File: config.mk
export PLATFORM = sky130hd
export DESIGN_NAME = muldiv_seq_flat
export DESIGN_NICKNAME = d
export VERILOG_FILES = /design/src/rtl/muldiv_seq_pkg.sv /design/src/rtl/muldiv_seq_if.sv /design/src/rtl/muldiv_seq_step.sv /design/src/rtl/muldiv_seq.sv /design/src/flat_wrapper.sv
export SDC_FILE = /design/constraint.sdc
export NUM_CORES = 1
export LEC_CHECK = 0
export ABC_CLOCK_PERIOD_IN_PS = 4000
export CAP_MARGIN = 20
export CORE_MARGIN = 8
export CORE_UTILIZATION = 60
export CTS_CLUSTER_DIAMETER = 50
export CTS_CLUSTER_SIZE = 10
export DETAILED_ROUTE_END_ITERATION = 12
export HOLD_SLACK_MARGIN = 0.02
export PLACE_DENSITY = 0.81
export SLEW_MARGIN = 20
export SYNTH_ARGS = -nofsm -noshare
export SYNTH_HDL_FRONTEND = slang
export SYNTH_SLANG_ARGS = --single-unit
File: constraint.sdc
create_clock -name clk -period 4 [get_ports clk]
set_input_delay 0.8 -clock clk [delete_from_list [all_inputs] [get_ports clk]]
set_output_delay 0.8 -clock clk [all_outputs]
set_load 0.03 [all_outputs]
File: src/rtl/muldiv_seq_pkg.sv
// Shared types and constants for the iterative multiply/divide sequencer.
// Exports op encodings, the FSM state enum, the step-counter width and op helpers.
package md_pkg;

   localparam logic [1:0] MD_MULT  = 2'b00;
   localparam logic [1:0] MD_MULTU = 2'b01;
   localparam logic [1:0] MD_DIV   = 2'b10;
   localparam logic [1:0] MD_DIVU  = 2'b11;

   localparam int CNT_W = 6;

   typedef enum logic [1:0] {
      S_IDLE,
      S_RUN,
      S_FIX,
      S_DONE
   } md_state_t;

   function automatic logic op_is_div(input logic [1:0] op);
      return op[1];
   endfunction

   function automatic logic op_is_signed(input logic [1:0] op);
      return ~op[0];
   endfunction

endpackage

File: src/rtl/muldiv_seq_if.sv
// CPU <-> multiply/divide unit bundle.
// master: controller drives op/operands/hilo hints; slave: unit drives stall, busy, hi/lo writes.
interface muldiv_seq_if #(
   parameter int WIDTH = 32
);

   logic             op_valid;
   logic [1:0]       op;
   logic [WIDTH-1:0] rs_data;
   logic [WIDTH-1:0] rt_data;
   logic             hilo_rd;
   logic             hilo_wr;
   logic             stall;
   logic             busy;
   logic             hi_we;
   logic             lo_we;
   logic [WIDTH-1:0] hi_wdata;
   logic [WIDTH-1:0] lo_wdata;
   logic             div_zero;

   modport master (
      output op_valid, op, rs_data, rt_data, hilo_rd, hilo_wr,
      input  stall, busy, hi_we, lo_we, hi_wdata, lo_wdata, div_zero
   );

   modport slave (
      input  op_valid, op, rs_data, rt_data, hilo_rd, hilo_wr,
      output stall, busy, hi_we, lo_we, hi_wdata, lo_wdata, div_zero
   );

endinterface

File: src/rtl/muldiv_seq_step.sv
// One combinational iteration: MSB-first shift-add (multiply) or restoring shift-subtract (divide).
// Ports: i_acc {hi,lo} accumulator, i_opnd multiplicand/divisor, i_bit next operand bit, i_div mode, o_acc next value.
module md_step #(
   parameter int WIDTH = 32
) (
   input  logic [2*WIDTH-1:0] i_acc,
   input  logic [WIDTH-1:0]   i_opnd,
   input  logic               i_bit,
   input  logic               i_div,
   output logic [2*WIDTH-1:0] o_acc
);

   logic [WIDTH:0] w_rem_sh;
   logic           w_ge;

   always_comb begin
      w_rem_sh = {i_acc[2*WIDTH-1:WIDTH], i_bit};
      w_ge     = (w_rem_sh >= {1'b0, i_opnd});
      o_acc    = {i_acc[2*WIDTH-2:0], 1'b0};
      if (i_div) begin
         // remainder in hi gets the next dividend bit; quotient bit enters lo
         o_acc[2*WIDTH-1:WIDTH] = w_ge ?
            WIDTH'(w_rem_sh - {1'b0, i_opnd}) : w_rem_sh[WIDTH-1:0];
         o_acc[WIDTH-1:0] = {i_acc[WIDTH-2:0], w_ge};
      end else if (i_bit) begin
         o_acc = {i_acc[2*WIDTH-2:0], 1'b0} + {{WIDTH{1'b0}}, i_opnd};
      end
   end

endmodule

File: src/rtl/muldiv_seq.sv
// Iterative MULT/MULTU/DIV/DIVU sequencer feeding the hi/lo registers.
// Ports: clk, reset (sync, active-low), bus (muldiv_seq_if.slave) carrying issue, stall and hi/lo write strobes.
module muldiv_seq
   import md_pkg::*;
#(
   parameter int WIDTH = 32
) (
   input  logic       clk,
   input  logic       reset,
   muldiv_seq_if.slave bus
);

   md_state_t          r_state;
   md_state_t          w_nxt;
   logic [CNT_W-1:0]   r_cnt;
   logic               r_div;
   logic               r_neg_q;
   logic               r_neg_r;
   logic               r_dz;
   logic [WIDTH-1:0]   r_opnd;
   logic [WIDTH-1:0]   r_sh;
   logic [2*WIDTH-1:0] r_acc;

   logic               w_sgn;
   logic               w_isdiv;
   logic               w_dz;
   logic               w_issue;
   logic [WIDTH-1:0]   w_rs_mag;
   logic [WIDTH-1:0]   w_rt_mag;
   logic [2*WIDTH-1:0] w_step;
   logic               w_rs_msb;
   logic               w_rt_msb;

   assign w_sgn    = op_is_signed(bus.op);
   assign w_isdiv  = op_is_div(bus.op);
   assign w_rs_msb = bus.rs_data[WIDTH-1];
   assign w_rt_msb = bus.rt_data[WIDTH-1];
   assign w_rs_mag = (w_sgn & w_rs_msb) ? -bus.rs_data : bus.rs_data;
   assign w_rt_mag = (w_sgn & w_rt_msb) ? -bus.rt_data : bus.rt_data;
   assign w_dz     = w_isdiv & (bus.rt_data == '0);
   assign w_issue  = (r_state == S_IDLE) & bus.op_valid;

   md_step #(.WIDTH(WIDTH)) u_step (
      .i_acc  (r_acc),
      .i_opnd (r_opnd),
      .i_bit  (r_sh[WIDTH-1]),
      .i_div  (r_div),
      .o_acc  (w_step)
   );

   always_ff @(posedge clk) begin
      if (!reset) r_state <= S_IDLE;
      else        r_state <= w_nxt;
   end

   always_comb begin
      w_nxt = r_state;
      unique case (r_state)
         S_IDLE: if (bus.op_valid) w_nxt = w_dz ? S_DONE : S_RUN;
         S_RUN:  if (r_cnt == CNT_W'(WIDTH-1)) w_nxt = S_FIX;
         S_FIX:  w_nxt = S_DONE;
         S_DONE: w_nxt = S_IDLE;
         default: w_nxt = S_IDLE;
      endcase
   end

   always_ff @(posedge clk) begin
      if (!reset) begin
         r_cnt   <= '0;
         r_div   <= 1'b0;
         r_neg_q <= 1'b0;
         r_neg_r <= 1'b0;
         r_dz    <= 1'b0;
         r_opnd  <= '0;
         r_sh    <= '0;
         r_acc   <= '0;
      end else if (w_issue) begin
         r_cnt   <= '0;
         r_div   <= w_isdiv;
         r_neg_q <= w_sgn & (w_rs_msb ^ w_rt_msb);
         r_neg_r <= w_sgn & w_rs_msb;
         r_dz    <= w_dz;
         // r_sh is consumed MSB-first: multiplier bits or dividend bits
         r_opnd  <= w_isdiv ? w_rt_mag : w_rs_mag;
         r_sh    <= w_isdiv ? w_rs_mag : w_rt_mag;
         r_acc   <= w_dz ? {bus.rs_data, {WIDTH{1'b1}}} : '0;
      end else if (r_state == S_RUN) begin
         r_acc <= w_step;
         r_sh  <= r_sh << 1;
         r_cnt <= r_cnt + 1'b1;
      end else if (r_state == S_FIX) begin
         if (!r_div) begin
            if (r_neg_q) r_acc <= -r_acc;
         end else begin
            if (r_neg_r) r_acc[2*WIDTH-1:WIDTH] <= -r_acc[2*WIDTH-1:WIDTH];
            if (r_neg_q) r_acc[WIDTH-1:0] <= -r_acc[WIDTH-1:0];
         end
      end
   end

   assign bus.busy     = (r_state != S_IDLE);
   assign bus.stall    = (bus.op_valid | bus.hilo_rd | bus.hilo_wr) & bus.busy;
   assign bus.hi_we    = (r_state == S_DONE);
   assign bus.lo_we    = (r_state == S_DONE);
   assign bus.hi_wdata = bus.hi_we ? r_acc[2*WIDTH-1:WIDTH] : '0;
   assign bus.lo_wdata = bus.lo_we ? r_acc[WIDTH-1:0] : '0;
   assign bus.div_zero = bus.hi_we & r_dz;

endmodule

File: src/flat_wrapper.sv
// flat-port wrapper written by rule: the top's interface ports become plain ports
module muldiv_seq_flat import md_pkg::*;
#(
   parameter int WIDTH = 32
)
  (clk, reset, bus_op_valid, bus_op, bus_rs_data, bus_rt_data, bus_hilo_rd, bus_hilo_wr, bus_stall, bus_busy, bus_hi_we, bus_lo_we, bus_hi_wdata, bus_lo_wdata, bus_div_zero);
  muldiv_seq_if #(.WIDTH(WIDTH)) bus_i ();
  input  logic clk;
  input  logic reset;
  input wire logic [$bits(bus_i.op_valid)-1:0] bus_op_valid;
  input wire logic [$bits(bus_i.op)-1:0] bus_op;
  input wire logic [$bits(bus_i.rs_data)-1:0] bus_rs_data;
  input wire logic [$bits(bus_i.rt_data)-1:0] bus_rt_data;
  input wire logic [$bits(bus_i.hilo_rd)-1:0] bus_hilo_rd;
  input wire logic [$bits(bus_i.hilo_wr)-1:0] bus_hilo_wr;
  output wire logic [$bits(bus_i.stall)-1:0] bus_stall;
  output wire logic [$bits(bus_i.busy)-1:0] bus_busy;
  output wire logic [$bits(bus_i.hi_we)-1:0] bus_hi_we;
  output wire logic [$bits(bus_i.lo_we)-1:0] bus_lo_we;
  output wire logic [$bits(bus_i.hi_wdata)-1:0] bus_hi_wdata;
  output wire logic [$bits(bus_i.lo_wdata)-1:0] bus_lo_wdata;
  output wire logic [$bits(bus_i.div_zero)-1:0] bus_div_zero;
  assign bus_i.op_valid = bus_op_valid;
  assign bus_i.op = bus_op;
  assign bus_i.rs_data = bus_rs_data;
  assign bus_i.rt_data = bus_rt_data;
  assign bus_i.hilo_rd = bus_hilo_rd;
  assign bus_i.hilo_wr = bus_hilo_wr;
  assign bus_stall = bus_i.stall;
  assign bus_busy = bus_i.busy;
  assign bus_hi_we = bus_i.hi_we;
  assign bus_lo_we = bus_i.lo_we;
  assign bus_hi_wdata = bus_i.hi_wdata;
  assign bus_lo_wdata = bus_i.lo_wdata;
  assign bus_div_zero = bus_i.div_zero;
  muldiv_seq #(.WIDTH(WIDTH)) u_core (.clk(clk), .reset(reset), .bus(bus_i));
endmodule
==> run summary <==
### STA
- 0.0142 ns — final worst clock skew
- 0.833 ns — worst-margin pin slew
- 97.1% — Period Utilization, post-route
- 44.4% — worst rel slew slack
- 0 ns — Setup TNS Final
- 0 — setup violation total in the final timing report
- 257 MHz — maximum operating frequency
- 0 — Final Max Tran Viols
- 3.88 ns — clock period minus worst slack
- 0 — final hold viol count
- false — setup repair after global routing missed its margin
- 0.475 ns — worst hold slack

### Clock network
- 0.07 ns — clock transition time at the flip-flop clock pins of the worst setup and hold paths
- 0 — Hold Buf Count CTS
- 0 — Resized cells post-CTS
- done — TritonCTS clock tree
- 4 — CTS HTree Levels
- 0.45 ns — source-to-sink clock delay at the later pin of the worst-skew pair
- sky130_fd_sc_hd__clkbuf_16 — Root Buffer Master
- 2 — clk buf depth
- 17 — number of clock buffers inserted by TritonCTS
- 140 — number of clock sinks
- 0 — Post-CTS Repair Setup Buffers

### Outcome
- complete, no violations — run status

### Final layout
- 2573 — Cell Count, Final, Fillers Out
- 8.18% — proportion of layout cells with a drive suffix above 1
- 0 — final antenna diode count
- 72.1% — final core area utilization
- 2384 — Nets
- 18.0% — Area growth, synth to finish

### Min path
- flip-flop to flip-flop — path type of the worst min-delay path

### Critical path
- 2 — buffers plus inverters on the worst setup path
- flip-flop — startpoint types
- flip-flop to flip-flop — worst setup path category
- 4.20 ns — Worst EP arrival
- 6 — maximum fanout count along the critical path
- 4.32 ns — data required time at the worst endpoint
- inv_1 > ha_1 > a21oi_1 > o21ai_0 > a311oi_1 > nor3_1 > o31ai_1 > nand2_1 > nand2_1 > buf_4 > o21ai_0 > o221ai_1 > a21oi_1 — sequence of cells on the critical path
- compound AO/OA/AOI/OAI gates — dominant delay contributor by cell family on the critical path
- sky130_fd_sc_hd__dfxtp_1 — Critical Path Slowest Stage Cell
- flip-flop — element type at the critical path end
- 0.53 ns — slowest stage delay, CP

### Detailed routing
- 63.8 mm — routed wire length
- 24.8 um — routed wire length per instance
- 8 — number of detailed-routing iterations run before antenna repair
- 6.96 — number of vias per cell after detailed routing
- 2899 — First DRT Iteration DRCs
- 17.9k — detailed-route via count
- 0 — DRC violations left
- 0 — number of nets with antenna violations after detailed routing

### Floorplan
- 57 — placement row count
- 61.1% — Initial Utilization
- 173 um — die width
- 173 um — die height
- 30100 um2 — die outline area
- 24300 um2 — core outline area
- 140 — num ports

### Global routing
- 0 — antenna violations before repair
- 40.4% — global-route total usage across every layer
- 16.6k — vias in the first global route
- 86 — largest net degree at the start of global routing
- 0 — Overflow after GRT
- 96.6 mm — wire length of the first global-routing pass

### Synthesis
- 6.99 um2 — Avg Synthesized Cell Area
- sky130_fd_sc_hd__dfxtp_1 (19%), sky130_fd_sc_hd__a21oi_1 (6.7%), sky130_fd_sc_hd__ha_1 (6.3%), sky130_fd_sc_hd__xnor2_1 (5.6%), sky130_fd_sc_hd__nor2_1 (5.6%) — top cells by area in the synthesized netlist
- 14900 um2 — synthesized area
- sky130_fd_sc_hd__nor2_1 — library cell with the highest instance count after synthesis
- 0 — number of synthesized flops with an enable pin
- 80 — synth unique cells
- 0% — asr flop ratio synth
- 140 — count of state elements after synthesis
- sky130_fd_sc_hd__dfxtp_1 — cell type with the largest total area after synthesis
- 2274 — Post-Syn Nets
- 0 — number of warning messages in the yosys log
- sky130_fd_sc_hd__dfxtp_1 — primary flip-flop cell chosen by synthesis mapping
- 2126 — Mapped Cells
- sky130_fd_sc_hd__nor2_1 (221), sky130_fd_sc_hd__nand2_1 (214), sky130_fd_sc_hd__a21oi_1 (200) — synth cell count leaders
- 18.9% — fraction of synthesized cell area taken by the top area cell type
- 18.9% — sequential fraction of the synthesis area

### Placed design
- 1.12 — weighted congestion at the end of routability-driven global placement
- 139 — PortBufs
- 47.9 mm — post-DP HPWL
- 2541 — number of placed instances with taps included

### Power
- 6.69 nW — Leakage Power
- 788 nW/um2 — Pwr Density
- 0.454 mV — worst-case vdd ir drop

### Flow run
- 0 — MaxCap Viol Count

-- cell families after synthesis --
kind of cell | synth area share, %
adder cells (fa/ha/maj) | 6.58
AND/OR/NAND/NOR | 26.3
multiplexers | 4.34
buffers and inverters | 5.71
XOR/XNOR | 10.1
AO/OA/AOI/OAI | 28.1
flip-flops | 18.9
-- cell type report --
| cell class | count | area [um2] |
|---|---|---|
| clock buffer | 17 | 425 |
| fill | 2051 | 6790 |
| multi-input combinational | 1767 | 11200 |
| inverter | 67 | 251 |
| timing repair buffer | 243 | 2210 |
| clock inverter | 15 | 194 |
| tap | 324 | 405 |
| sequential | 140 | 2800 |
-- worst register-to-register path, cell delays in order, from the launching register on --
cell,delay (ns)
sky130_fd_sc_hd__dfxtp_1,0.53
sky130_fd_sc_hd__inv_1,0.22
sky130_fd_sc_hd__ha_1,0.43
sky130_fd_sc_hd__a21oi_1,0.20
sky130_fd_sc_hd__o21ai_0,0.19
sky130_fd_sc_hd__a311oi_1,0.53
sky130_fd_sc_hd__nor3_1,0.09
sky130_fd_sc_hd__o31ai_1,0.36
sky130_fd_sc_hd__nand2_1,0.19
sky130_fd_sc_hd__nand2_1,0.32
sky130_fd_sc_hd__buf_4,0.21
sky130_fd_sc_hd__o21ai_0,0.10
sky130_fd_sc_hd__o221ai_1,0.28
sky130_fd_sc_hd__a21oi_1,0.12
-- path summary, 6_finish.rpt --
| check | start | to | slack [ns] | cells after the start |
|---|---|---|---|---|
| max reg2reg | u_core.r_opnd[18] | u_core.r_acc[35] | 0.12 | 13 |
| min | u_core.r_neg_r | u_core.r_neg_r | 0.48 | 2 |
| min reg2reg | u_core.r_neg_r | u_core.r_neg_r | 0.48 | 2 |
| max | u_core.r_opnd[18] | u_core.r_acc[35] | 0.12 | 13 |
-- flip-flops by register name (all words and copies together), names as in the netlist --
name / cells
u_core.r_div: 1
u_core.r_acc: 64
u_core.r_sh: 32
u_core.r_state: 2
u_core.r_opnd: 32
u_core.r_neg_q: 1
u_core.r_neg_r: 1
u_core.r_dz: 1
u_core.r_cnt: 6
-- power breakdown --
| group | internal (mW) | switching, mW |
|---|---|---|
| Clock | 0.855 | 0.852 |
| Combinational | 3.61 | 5.97 |
| Sequential | 1.84 | 0.680 |
| Total | 6.31 | 7.51 |
-- per-layer routing --
metal / vias to the layer above / global-route usage [%] / share of wire [%]
met5: - / 0 / 0
met4: 0 / 23.2 / 6.6
met3: 311 / 15.0 / 16
met2: 1513 / 58.1 / 40
met1: 8154 / 51.1 / 37
li1: 7925 / - / -
-- per-stage QoR --
stage / total power, mW / instance area (um2) / worst slack (ns)
after floorplan: 8.56 / 14900 / 0.679
after global placement: 11.4 / 16900 / -0.0143
after detailed placement: 11.6 / 16900 / -0.0830
after CTS: 13.3 / 17500 / 0.356
after global routing: 14.5 / 17500 / 0.0924
final: 13.8 / 17500 / 0.115
-- placed cells by master, fill, tap and decap left out, types with 7 or more instances in the layout --
cell                              count
sky130_fd_sc_hd__or3_1               17
sky130_fd_sc_hd__mux2i_1             61
sky130_fd_sc_hd__or2_2               13
sky130_fd_sc_hd__nand3_1             39
sky130_fd_sc_hd__inv_1               65
sky130_fd_sc_hd__buf_4              100
sky130_fd_sc_hd__nor3_1              60
sky130_fd_sc_hd__a31o_2               8
sky130_fd_sc_hd__o211ai_1            40
sky130_fd_sc_hd__clkbuf_16           17
sky130_fd_sc_hd__a31oi_1             38
sky130_fd_sc_hd__clkdlybuf4s50_1    137
sky130_fd_sc_hd__nor2_1             221
sky130_fd_sc_hd__nor2b_1             17
sky130_fd_sc_hd__nor4_1              26
sky130_fd_sc_hd__dfxtp_1            140
sky130_fd_sc_hd__o31ai_1             19
sky130_fd_sc_hd__o21ai_0            145
sky130_fd_sc_hd__and2_1              77
sky130_fd_sc_hd__a211oi_1            56
sky130_fd_sc_hd__o311ai_0             7
sky130_fd_sc_hd__nand2_1            213
sky130_fd_sc_hd__o2111ai_1            8
sky130_fd_sc_hd__xor2_1              75
sky130_fd_sc_hd__o41ai_1              9
sky130_fd_sc_hd__a21oi_1            200
sky130_fd_sc_hd__o221ai_1            10
sky130_fd_sc_hd__nand4_1             24
sky130_fd_sc_hd__ha_1                73
sky130_fd_sc_hd__xnor2_1             95
sky130_fd_sc_hd__a221oi_1            12
sky130_fd_sc_hd__nand2b_1            16
sky130_fd_sc_hd__a21o_1              21
sky130_fd_sc_hd__o21a_1              15
sky130_fd_sc_hd__or4_1               17
sky130_fd_sc_hd__o22ai_1              8
sky130_fd_sc_hd__and3_1              18
No activity file was read; power rests on OpenSTA's default activity.
